==> config.mk <==
export PLATFORM = sky130hd
export DESIGN_NAME = aes256_dec_key_stream
export DESIGN_NICKNAME = d
export VERILOG_FILES = /design/src/rtl/aes256_dec_key_stream.sv
export SDC_FILE = /design/constraint.sdc
export NUM_CORES = 2
export LEC_CHECK = 0
export CAP_MARGIN = 10
export CORE_MARGIN = 4
export CORE_UTILIZATION = 50
export CTS_BUF_LIST = sky130_fd_sc_hd__clkbuf_16
export CTS_CLUSTER_DIAMETER = 30
export DETAILED_ROUTE_END_ITERATION = 10
export GPL_TIMING_DRIVEN = 0
export PLACE_DENSITY = 0.69
export SYNTH_ARGS = -nofsm -noshare
export SYNTH_HDL_FRONTEND = slang
export SYNTH_SLANG_ARGS = --single-unit
==> constraint.sdc <==
create_clock -name clk -period 29 [get_ports clk]
set_clock_uncertainty 0.2 [all_clocks]
set_input_delay 4.35 -clock clk [delete_from_list [all_inputs] [get_ports clk]]
set_output_delay 4.35 -clock clk [all_outputs]
set_load 0.005 [all_outputs]
==> src/rtl/aes256_dec_key_stream.sv <==
// AES-256 decryption round-key stream: keys 14..0, one per rk handshake.
// Ports: key_valid/key_ready/key_in in; rk_valid/rk_ready/rk_data/rk_index/rk_last out; busy.
module aes256_dec_key_stream #(
    parameter logic EQ_INV = 1'b0
) (
    input  logic         clk,
    input  logic         rst_n,
    input  logic         key_valid,
    output logic         key_ready,
    input  logic [255:0] key_in,
    output logic         rk_valid,
    input  logic         rk_ready,
    output logic [127:0] rk_data,
    output logic [3:0]   rk_index,
    output logic         rk_last,
    output logic         busy
);

    typedef enum logic [1:0] {IDLE, EXPAND, EMIT} state_e;

    state_e       state_q, state_d;
    logic [127:0] cur_q, cur_d;
    logic [127:0] k0_q, k0_d;
    logic [3:0]   rnd_q, rnd_d;
    logic [3:0]   idx_q, idx_d;

    function automatic logic [7:0] gmul(input logic [7:0] a, input logic [7:0] b);
        logic [7:0] p;
        logic [7:0] x;
        p = 8'h00;
        x = a;
        for (int i = 0; i < 8; i++) begin
            if (b[i]) p = p ^ x;
            x = {x[6:0], 1'b0} ^ (x[7] ? 8'h1b : 8'h00);
        end
        return p;
    endfunction

    // S-box as GF(2^8) inverse (a^254) followed by the affine map.
    function automatic logic [7:0] sbox(input logic [7:0] a);
        logic [7:0] a2, a3, a12, a15, a240, v;
        a2   = gmul(a, a);
        a3   = gmul(a2, a);
        a12  = gmul(gmul(a3, a3), gmul(a3, a3));
        a15  = gmul(a12, a3);
        a240 = gmul(a15, a15);
        a240 = gmul(a240, a240);
        a240 = gmul(a240, a240);
        a240 = gmul(a240, a240);
        v    = gmul(gmul(a240, a12), a2);
        return v ^ {v[6:0], v[7]} ^ {v[5:0], v[7:6]}
                 ^ {v[4:0], v[7:5]} ^ {v[3:0], v[7:4]} ^ 8'h63;
    endfunction

    function automatic logic [31:0] sub_word(input logic [31:0] w);
        return {sbox(w[31:24]), sbox(w[23:16]), sbox(w[15:8]), sbox(w[7:0])};
    endfunction

    function automatic logic [31:0] rcon(input logic [3:0] r);
        logic [7:0] c;
        unique case (r)
            4'd0:    c = 8'h01;
            4'd1:    c = 8'h02;
            4'd2:    c = 8'h04;
            4'd3:    c = 8'h08;
            4'd4:    c = 8'h10;
            4'd5:    c = 8'h20;
            4'd6:    c = 8'h40;
            4'd7:    c = 8'h80;
            4'd8:    c = 8'h1b;
            4'd9:    c = 8'h36;
            4'd10:   c = 8'h6c;
            4'd11:   c = 8'hd8;
            4'd12:   c = 8'hab;
            default: c = 8'h00;
        endcase
        return {c, 24'h0};
    endfunction

    function automatic logic [31:0] imc_col(input logic [31:0] w);
        logic [7:0] a0, a1, a2, a3;
        a0 = w[31:24];
        a1 = w[23:16];
        a2 = w[15:8];
        a3 = w[7:0];
        return {gmul(a0, 8'h0e) ^ gmul(a1, 8'h0b) ^ gmul(a2, 8'h0d) ^ gmul(a3, 8'h09),
                gmul(a0, 8'h09) ^ gmul(a1, 8'h0e) ^ gmul(a2, 8'h0b) ^ gmul(a3, 8'h0d),
                gmul(a0, 8'h0d) ^ gmul(a1, 8'h09) ^ gmul(a2, 8'h0e) ^ gmul(a3, 8'h0b),
                gmul(a0, 8'h0b) ^ gmul(a1, 8'h0d) ^ gmul(a2, 8'h09) ^ gmul(a3, 8'h0e)};
    endfunction

    logic [31:0]  w0, w1, w2, w3, sub_in, t, rc;
    logic [3:0]   rc_sel;
    logic [127:0] f_key, g_key, raw_key;
    logic         emit;

    assign w0 = cur_q[127:96];
    assign w1 = cur_q[95:64];
    assign w2 = cur_q[63:32];
    assign w3 = cur_q[31:0];

    // One SubWord serves both directions: going backwards, the w3 it
    // needs is the recovered previous-key word w3'^w2'.
    assign emit   = (state_q == EMIT);
    assign sub_in = emit ? (w3 ^ w2) : w3;
    assign t      = sub_word({sub_in[23:0], sub_in[31:24]});
    assign rc_sel = emit ? (idx_q - 4'd2) : rnd_q;
    assign rc     = rcon(rc_sel);

    always_comb begin
        logic [31:0] f0, f1, f2;
        f0    = w0 ^ t ^ rc;
        f1    = w1 ^ f0;
        f2    = w2 ^ f1;
        f_key = {f0, f1, f2, w3 ^ f2};
        g_key = {w0 ^ t ^ rc, w1 ^ w0, w2 ^ w1, w3 ^ w2};
    end

    always_comb begin
        state_d = state_q;
        cur_d   = cur_q;
        k0_d    = k0_q;
        rnd_d   = rnd_q;
        idx_d   = idx_q;
        unique case (state_q)
            IDLE: begin
                if (key_valid) begin
                    cur_d   = key_in[127:0];
                    k0_d    = key_in[255:128];
                    rnd_d   = 4'd0;
                    state_d = EXPAND;
                end
            end
            EXPAND: begin
                cur_d = f_key;
                if (rnd_q == 4'd12) begin
                    idx_d   = 4'd14;
                    state_d = EMIT;
                end else begin
                    rnd_d = rnd_q + 4'd1;
                end
            end
            EMIT: begin
                if (rk_ready) begin
                    if (idx_q >= 4'd2) begin
                        cur_d = g_key;
                        idx_d = idx_q - 4'd1;
                    end else if (idx_q == 4'd1) begin
                        idx_d = 4'd0;
                    end else begin
                        state_d = IDLE;
                    end
                end
            end
            default: state_d = IDLE;
        endcase
    end

    always_ff @(posedge clk or negedge rst_n) begin
        if (!rst_n) begin
            state_q <= IDLE;
            cur_q   <= '0;
            k0_q    <= '0;
            rnd_q   <= '0;
            idx_q   <= '0;
        end else begin
            state_q <= state_d;
            cur_q   <= cur_d;
            k0_q    <= k0_d;
            rnd_q   <= rnd_d;
            idx_q   <= idx_d;
        end
    end

    assign raw_key = (idx_q == 4'd0) ? k0_q : cur_q;

    always_comb begin
        rk_data = '0;
        if (emit) begin
            if (EQ_INV && idx_q != 4'd0 && idx_q != 4'd14) begin
                rk_data = {imc_col(raw_key[127:96]), imc_col(raw_key[95:64]),
                           imc_col(raw_key[63:32]), imc_col(raw_key[31:0])};
            end else begin
                rk_data = raw_key;
            end
        end
    end

    assign key_ready = (state_q == IDLE);
    assign busy      = (state_q != IDLE);
    assign rk_valid  = emit;
    assign rk_index  = emit ? idx_q : 4'd0;
    assign rk_last   = emit && (idx_q == 4'd0);

endmodule

## Word level (Yosys, flattened, before mapping)

Memories as Yosys holds them, arrays and structs flattened.
Index checks and enable logic that the tools add are counted.

- Add/sub/neg operators: 3
- Bitwise operators: 644
- Reduce and logical (&&, ||, !) cells: 12
- Order comparisons: 1
- Muxes and demuxes: 683
- Equality and inequality tests: 12

Operators with widths:

| cell | count |
|---|---|
| 8-bit two-way mux | 352 |
| 8-bit bitwise XOR | 324 |
| 8-bit by 5-bit bitwise XOR with 8-bit output | 308 |
| 5-bit two-way mux | 308 |
| 128-bit two-way mux | 5 |
| 128-bit case mux with 3 select lines | 1 |
| 32-bit bitwise XOR | 8 |
| 32-bit two-way mux | 1 |
| 4-bit two-way mux | 8 |
| 4-bit NOT | 4 |
| 4-bit case mux with 2 select lines | 2 |
| 2-bit != test (second input constant) | 6 |
| 2-bit two-way mux | 5 |
| 4-bit AND reduction | 2 |
| 2-bit case mux with 3 select lines | 1 |
| 2-bit nonzero test | 3 |
| 5-bit AND reduction | 1 |
| 4-bit by 1-bit adder with 4-bit output (second input constant) | 1 |
| 4-bit by 1-bit equality test with 1-bit output (second input constant) | 1 |
| 4-bit equality test (second input constant) | 1 |
| 4-bit by 2-bit >= comparator with 1-bit output (second input constant) | 1 |
| 4-bit zero test | 1 |
| 4-bit by 1-bit subtractor with 4-bit output (second input constant) | 1 |
| 4-bit by 2-bit subtractor with 4-bit output (second input constant) | 1 |
| other kinds (9) | 9 |

- Output and inout bits: 136
- Flip-flop bits (word level): 266
- Memories kept: 1
- Word-level logic and storage cells: 1361
- Input bits: 260
- ROM bits: 128

Memories:

| memory | words | bits a word | read ports | clocked after Yosys merged registers in | write ports | RTL line | source |
|---|---|---|---|---|---|---|---|
| (no name shown) | 16 | 8 | 1 | 0 | 0 | 61 | `unique case (r)` |

## Longest topological paths before layout

- Depth in word-level cells: 189
- Mapped depth: 95
- Depth with buffers taken out: 78

## Least setup slack after synthesis

OpenSTA, ideal clock, no wires.

- Kind: reg-to-reg
- Start point: register state_q[0]
- End point: register cur_q[5]
- Arrival time: 20.929 ns
- Path slack: 7.740 ns
- Stages on the path, launching flop included: 83
- Setup time: 0.131 ns
- Data required time: 28.669 ns
- Buffers on the path: 14
- Path through: dfrtp_1 inv_1 ha_1 buf_6 buf_8 buf_8 buf_8 buf_6 buf_6 nand2_1 xnor2_1 clkbuf_1 inv_1 ha_1 clkbuf_1 xnor2_1 or3_1 o21ai_0 [... 47 more ...] xnor2_1 xor2_1 xnor2_1 xnor2_1 nor3_1 a311oi_1 xor2_1 xnor3_2 xnor3_1 nor2_1 xnor3_2 xnor2_4 xor2_4 xnor3_1 xor2_1 xnor2_1 mux2i_1 nand2_1

- Cells in the longest elaborated chain, start to end: 182
- Elaborated cells between the ends (all ways): 339

Ends and longest elaborated chain:

| element | RTL line | source |
|---|---|---|
| start, declared | 21 | `state_e state_q, state_d;` |
| start signal, assigned | 167 | `state_q <= state_d;` |
| 2-bit equality test (*) | 104 | `assign emit = (state_q == EMIT);` |
| net rk_valid | 11 | `output logic rk_valid,` |
| 32-bit two-way mux | 105 | `assign sub_in = emit ? (w3 ^ w2) : w3;` |
| 5-bit two-way mux (tied with other cells) | 34 | `x = {x[6:0], 1'b0} ^ (x[7] ? 8'h1b : 8'h00);` |
| 8-bit by 5-bit bitwise XOR with 8-bit output / 8-bit bitwise XOR (equally long branches) | 34, 33 |  |
| 8-bit bitwise XOR / 8-bit two-way mux (equally long branches) | 33 | `if (b[i]) p = p ^ x;` |
| 8-bit two-way mux / 8-bit bitwise XOR (equally long branches) | 33 |  |
| 8-bit bitwise XOR / 8-bit two-way mux (equally long branches) | 33 |  |
| [... 164 more ...] | - |  |
| 8-bit bitwise XOR (2 in series) | 51 | `return v ^ {v[6:0], v[7]} ^ {v[5:0], v[7:6]}` |
| 8-bit bitwise XOR (2 in series) | 52 | `^ {v[4:0], v[7:5]} ^ {v[3:0], v[7:4]} ^ 8'h63;` |
| 4-bit NOT (no line) | - |  |
| 32-bit bitwise XOR (2 in series) | 112 | `f0 = w0 ^ t ^ rc;` |
| 32-bit bitwise XOR | 113 | `f1 = w1 ^ f0;` |
| 32-bit bitwise XOR | 114 | `f2 = w2 ^ f1;` |
| 32-bit bitwise XOR | 115 | `f_key = {f0, f1, f2, w3 ^ f2};` |
| 128-bit case mux with 3 select lines | 125 | `unique case (state_q)` |
| end signal, assigned | 168 | `cur_q <= cur_d;` |
| end, declared | 22 | `logic [127:0] cur_q, cur_d;` |

Mark *: on every way through the listed nets, which the timed path passes. The rest lies on a longest branch.
A chain may end at the register's enable or synchronous reset.

## Final worst setup path

- Start point: register state_q[0]
- End point: register cur_q[43]

- Cells in the longest elaborated chain, start to end: 180
- Elaborated cells between the ends (all ways): 337

Ends and longest elaborated chain:

| element | RTL line |
|---|---|
| 2-bit equality test | 104, 125 |
| 32-bit two-way mux | 105 |
| 5-bit two-way mux (tied with other cells) | 34 |
| 8-bit by 5-bit bitwise XOR with 8-bit output / 8-bit bitwise XOR (equally long branches) | 34, 33 |
| 8-bit bitwise XOR / 8-bit two-way mux (equally long branches) | 33 |
| 8-bit two-way mux / 8-bit bitwise XOR (equally long branches) | 33 |
| 8-bit bitwise XOR / 8-bit two-way mux (equally long branches) | 33 |
| 8-bit two-way mux / 8-bit bitwise XOR (equally long branches) | 33 |
| [... 161 more ...] | - |
| 8-bit bitwise XOR | 33 |
| 8-bit two-way mux | 33 |
| 8-bit bitwise XOR (2 in series) | 51 |
| 8-bit bitwise XOR (2 in series) | 52 |
| 32-bit bitwise XOR (2 in series) | 112 |
| 32-bit bitwise XOR | 113 |
| 32-bit bitwise XOR | 114 |
| 128-bit case mux with 3 select lines | 125 |

Parallel ways exist; a longest one is shown, timed or not.

==> impl_results.md <==
* Crit. End Element: flip-flop
* WP data arrival at 27,580 ps
* Drc violations at 0
* Post-synthesis cell type count at approximately 130
* Nets at 8,972
* Clk sinks at roughly 270
* Synth area leader: xnor2_1
* Status: finished, final reports clean
* HPWL Detailed at a little under 200,000 um
* CP max stage cell: xnor2_1
* Avg Vias per Cell at 6.19
* Mapped Nets at 8,488
* Synth top area share at 16.5%
* Area growth from synthesis to layout at 14.1%
* Starting density of the core at about 51%
* Initial antenna violation count at 42
* Die area at 138,000 sq um
* CTS tree: done
* Initial DRT Pass Iterations at 8
* Num CTS Buffers at 82
* Yosys warning count at 0
* Final hold violations at 0
* Via Count at roughly 65,000
* Worst-margin pin slew at 1270 ps
* Mapped cell area at about 66,000 sq um
* Post-synthesis cell count at 8,184
* PortBufs at between 300 and 400
* Tcrit/Tclk final at 94.3%
* CTS Hold Bufs at 0
* Largest net degree at the start of global routing at ~100
* Setup TNS at 0 ps
* Fmax at 36.6 MHz
* Ys async rst share at 100%
* Maximum root-to-sink buffer count at 3
* Critical Path RT at 29,240 ps
* Global-route wire length before repair at approximately 380,000 um
* Global Route Usage Sum at between 30% and 40%
* Final min period at 27,340 ps
* Io pins at 396
* Post-synth EDFFs at 0
* Layout cells sized above 1 at 10.1%
* Sequential area share after synthesis at about a tenth
* Detail Route Antenna Nets at 0
* Worst-path clk slew at 50 ps
* Total Wirelength at 250,000 um
* Max_slew headroom at 15.1%
* Routed WL per cell at 23.8 um
* RSZ-0062 raised after global routing: false
* Final slew viol count at 0
* Critical Path Max Stage Delay at 790 ps
* Finish-stage setup viols at 0
* Root buf cell: clkbuf_16
* Setup crit start kind: flip-flop
* Crit path max fanout at 10
* Syn Area/Cell at 8.05 sq um
* WS Path Type: reg -> reg
* Flops & latches, synth at 266
* Vias in the first global route at 61,700
* Worst Hold Class: reg -> reg
* Core area at 130,000 sq um
* H-Tree Depth at 3
* Die height at about 370 um
* Clock Latency Late Sink at 640 ps
* Max_cap viols at 0
* Predominant post-synthesis flop cell: dfrtp_1
* Die Span X at 371 um
* Final GP Congestion at approximately 1.0
* Largest cells by area after synthesis: xnor2_1, xnor3_1, dfrtp_1, xor2_1, nor2_1
* Starting DRC count in detailed routing at 8,327
* # rows at 132
* GRT overflow at 0
## path summary, 6_finish.rpt
path | from | to | slack, ps | cells after the start
setup / recovery | state_q[0] | cur_q[43] | 1660 | 85
hold / removal | k0_q[47] | k0_q[47] | 300 | 1
setup reg to reg | state_q[0] | cur_q[43] | 1660 | 85
hold reg to reg | k0_q[47] | k0_q[47] | 300 | 1
max in group asynchronous | rst_n | k0_q[12] | 23620 | 3
min in group asynchronous | rst_n | k0_q[47] | 3590 | 1
## cells in the final DEF, fill, tap and decap left out, types with 166 or more instances in the layout
cell,instances
a21oi_1,465
clkbuf_1,341
clkdlybuf4s50_1,394
dfrtp_1,266
mux2_2,166
mux2i_1,178
nand2_1,904
nor2_1,930
nor3_1,269
o21ai_0,326
xnor2_1,1237
xnor3_1,315
xor2_1,430
## critical path, delay by kind of cell, from the launching register on
kind	cells	cell delay (ps)
XOR/XNOR	34	13800
buffers and inverters	22	5470
adder cells (fa/ha/maj)	8	3210
AND/OR/NAND/NOR	12	2260
AO/OA/AOI/OAI	9	1670
flip-flops	1	410
## Yosys cell counts, types with 36 or more instances
master    instances
and3_1           46
nor3_1          269
buf_1            41
o21ai_0         326
nor2b_1          70
a222oi_1         39
a21oi_1         465
buf_2           148
clkbuf_1        341
a211oi_1         68
nand2b_1         96
xor3_1           48
nand2_1         904
nor2_1          930
a32oi_1          47
a22oi_1          52
xor2_1          430
and2_1           64
nand3_1         152
o21ai_1          63
xnor2_1        1239
xnor3_2          36
mux2_2          166
buf_4            45
dfrtp_1         266
ha_1             44
or3_1            42
a221oi_1         36
xor2_2           42
a31oi_1          51
o211ai_1         52
o22ai_1          92
inv_1           109
xnor3_1         315
xnor2_2         121
mux2i_1         178
## routing by layer
layer	GRT usage (%)	share of wire, %	vias to the layer above
met5	0.356	0.018	-
met4	17.3	5.8	6
met3	7.73	10	729
met2	53.4	43	3492
met1	46.0	41	31300
li1	-	-	29500
## layout make-up
class | count | area, sq um
buffer | 596 | 2770
clock buffer | 83 | 2080
antenna | 35 | 87.6
fill | 12100 | 55000
timing repair buffer | 400 | 4050
multi-input combinational | 7190 | 56000
sequential | 266 | 6660
inverter | 132 | 495
clock inverter | 70 | 875
tap | 1742 | 2180
## registers in the layout, indices dropped and copies added (netlist names)
register and flops:
cur_q 128, idx_q 4, k0_q 128, rnd_q 4, state_q 2
## kinds of logic after synthesis
group	share of synthesized area [%]
AND/OR/NAND/NOR	19.1
XOR/XNOR	41.6
AO/OA/AOI/OAI	17.7
buffers and inverters	4.96
multiplexers	5.68
flip-flops	10.1
adder cells (fa/ha/maj)	0.836
## stage by stage
stage / worst slack, ps / hold WS, ps / utilization (%) / instances / area, sq um
6_report: 1660 / 301 / 57.7 / 10500 / 75100
5_1_grt: 167 / 309 / 57.7 / 10500 / 75100
4_1_cts: 1870 / 303 / 57.6 / 10500 / 75000
3_5_place_dp: 1970 / 293 / 55.4 / 10300 / 72100
3_3_place_gp: 2410 / 288 / 55.3 / 10300 / 72000
2_1_floorplan: 7740 / 279 / - / 8184 / 65900
## timing repair
| item | in CTS | in global routing |
|---|---|---|
| gates resized for setup | 0 | 2 |
| hold endpoints to repair | 0 | 0 |
| buffers inserted | 0 | 0 |
| endpoints found under the setup margin | 0 | 1 |
Power is left out: the tool's default activity adds up to more than one toggle a clock period on the data nets, which glitch-free logic cannot reach.
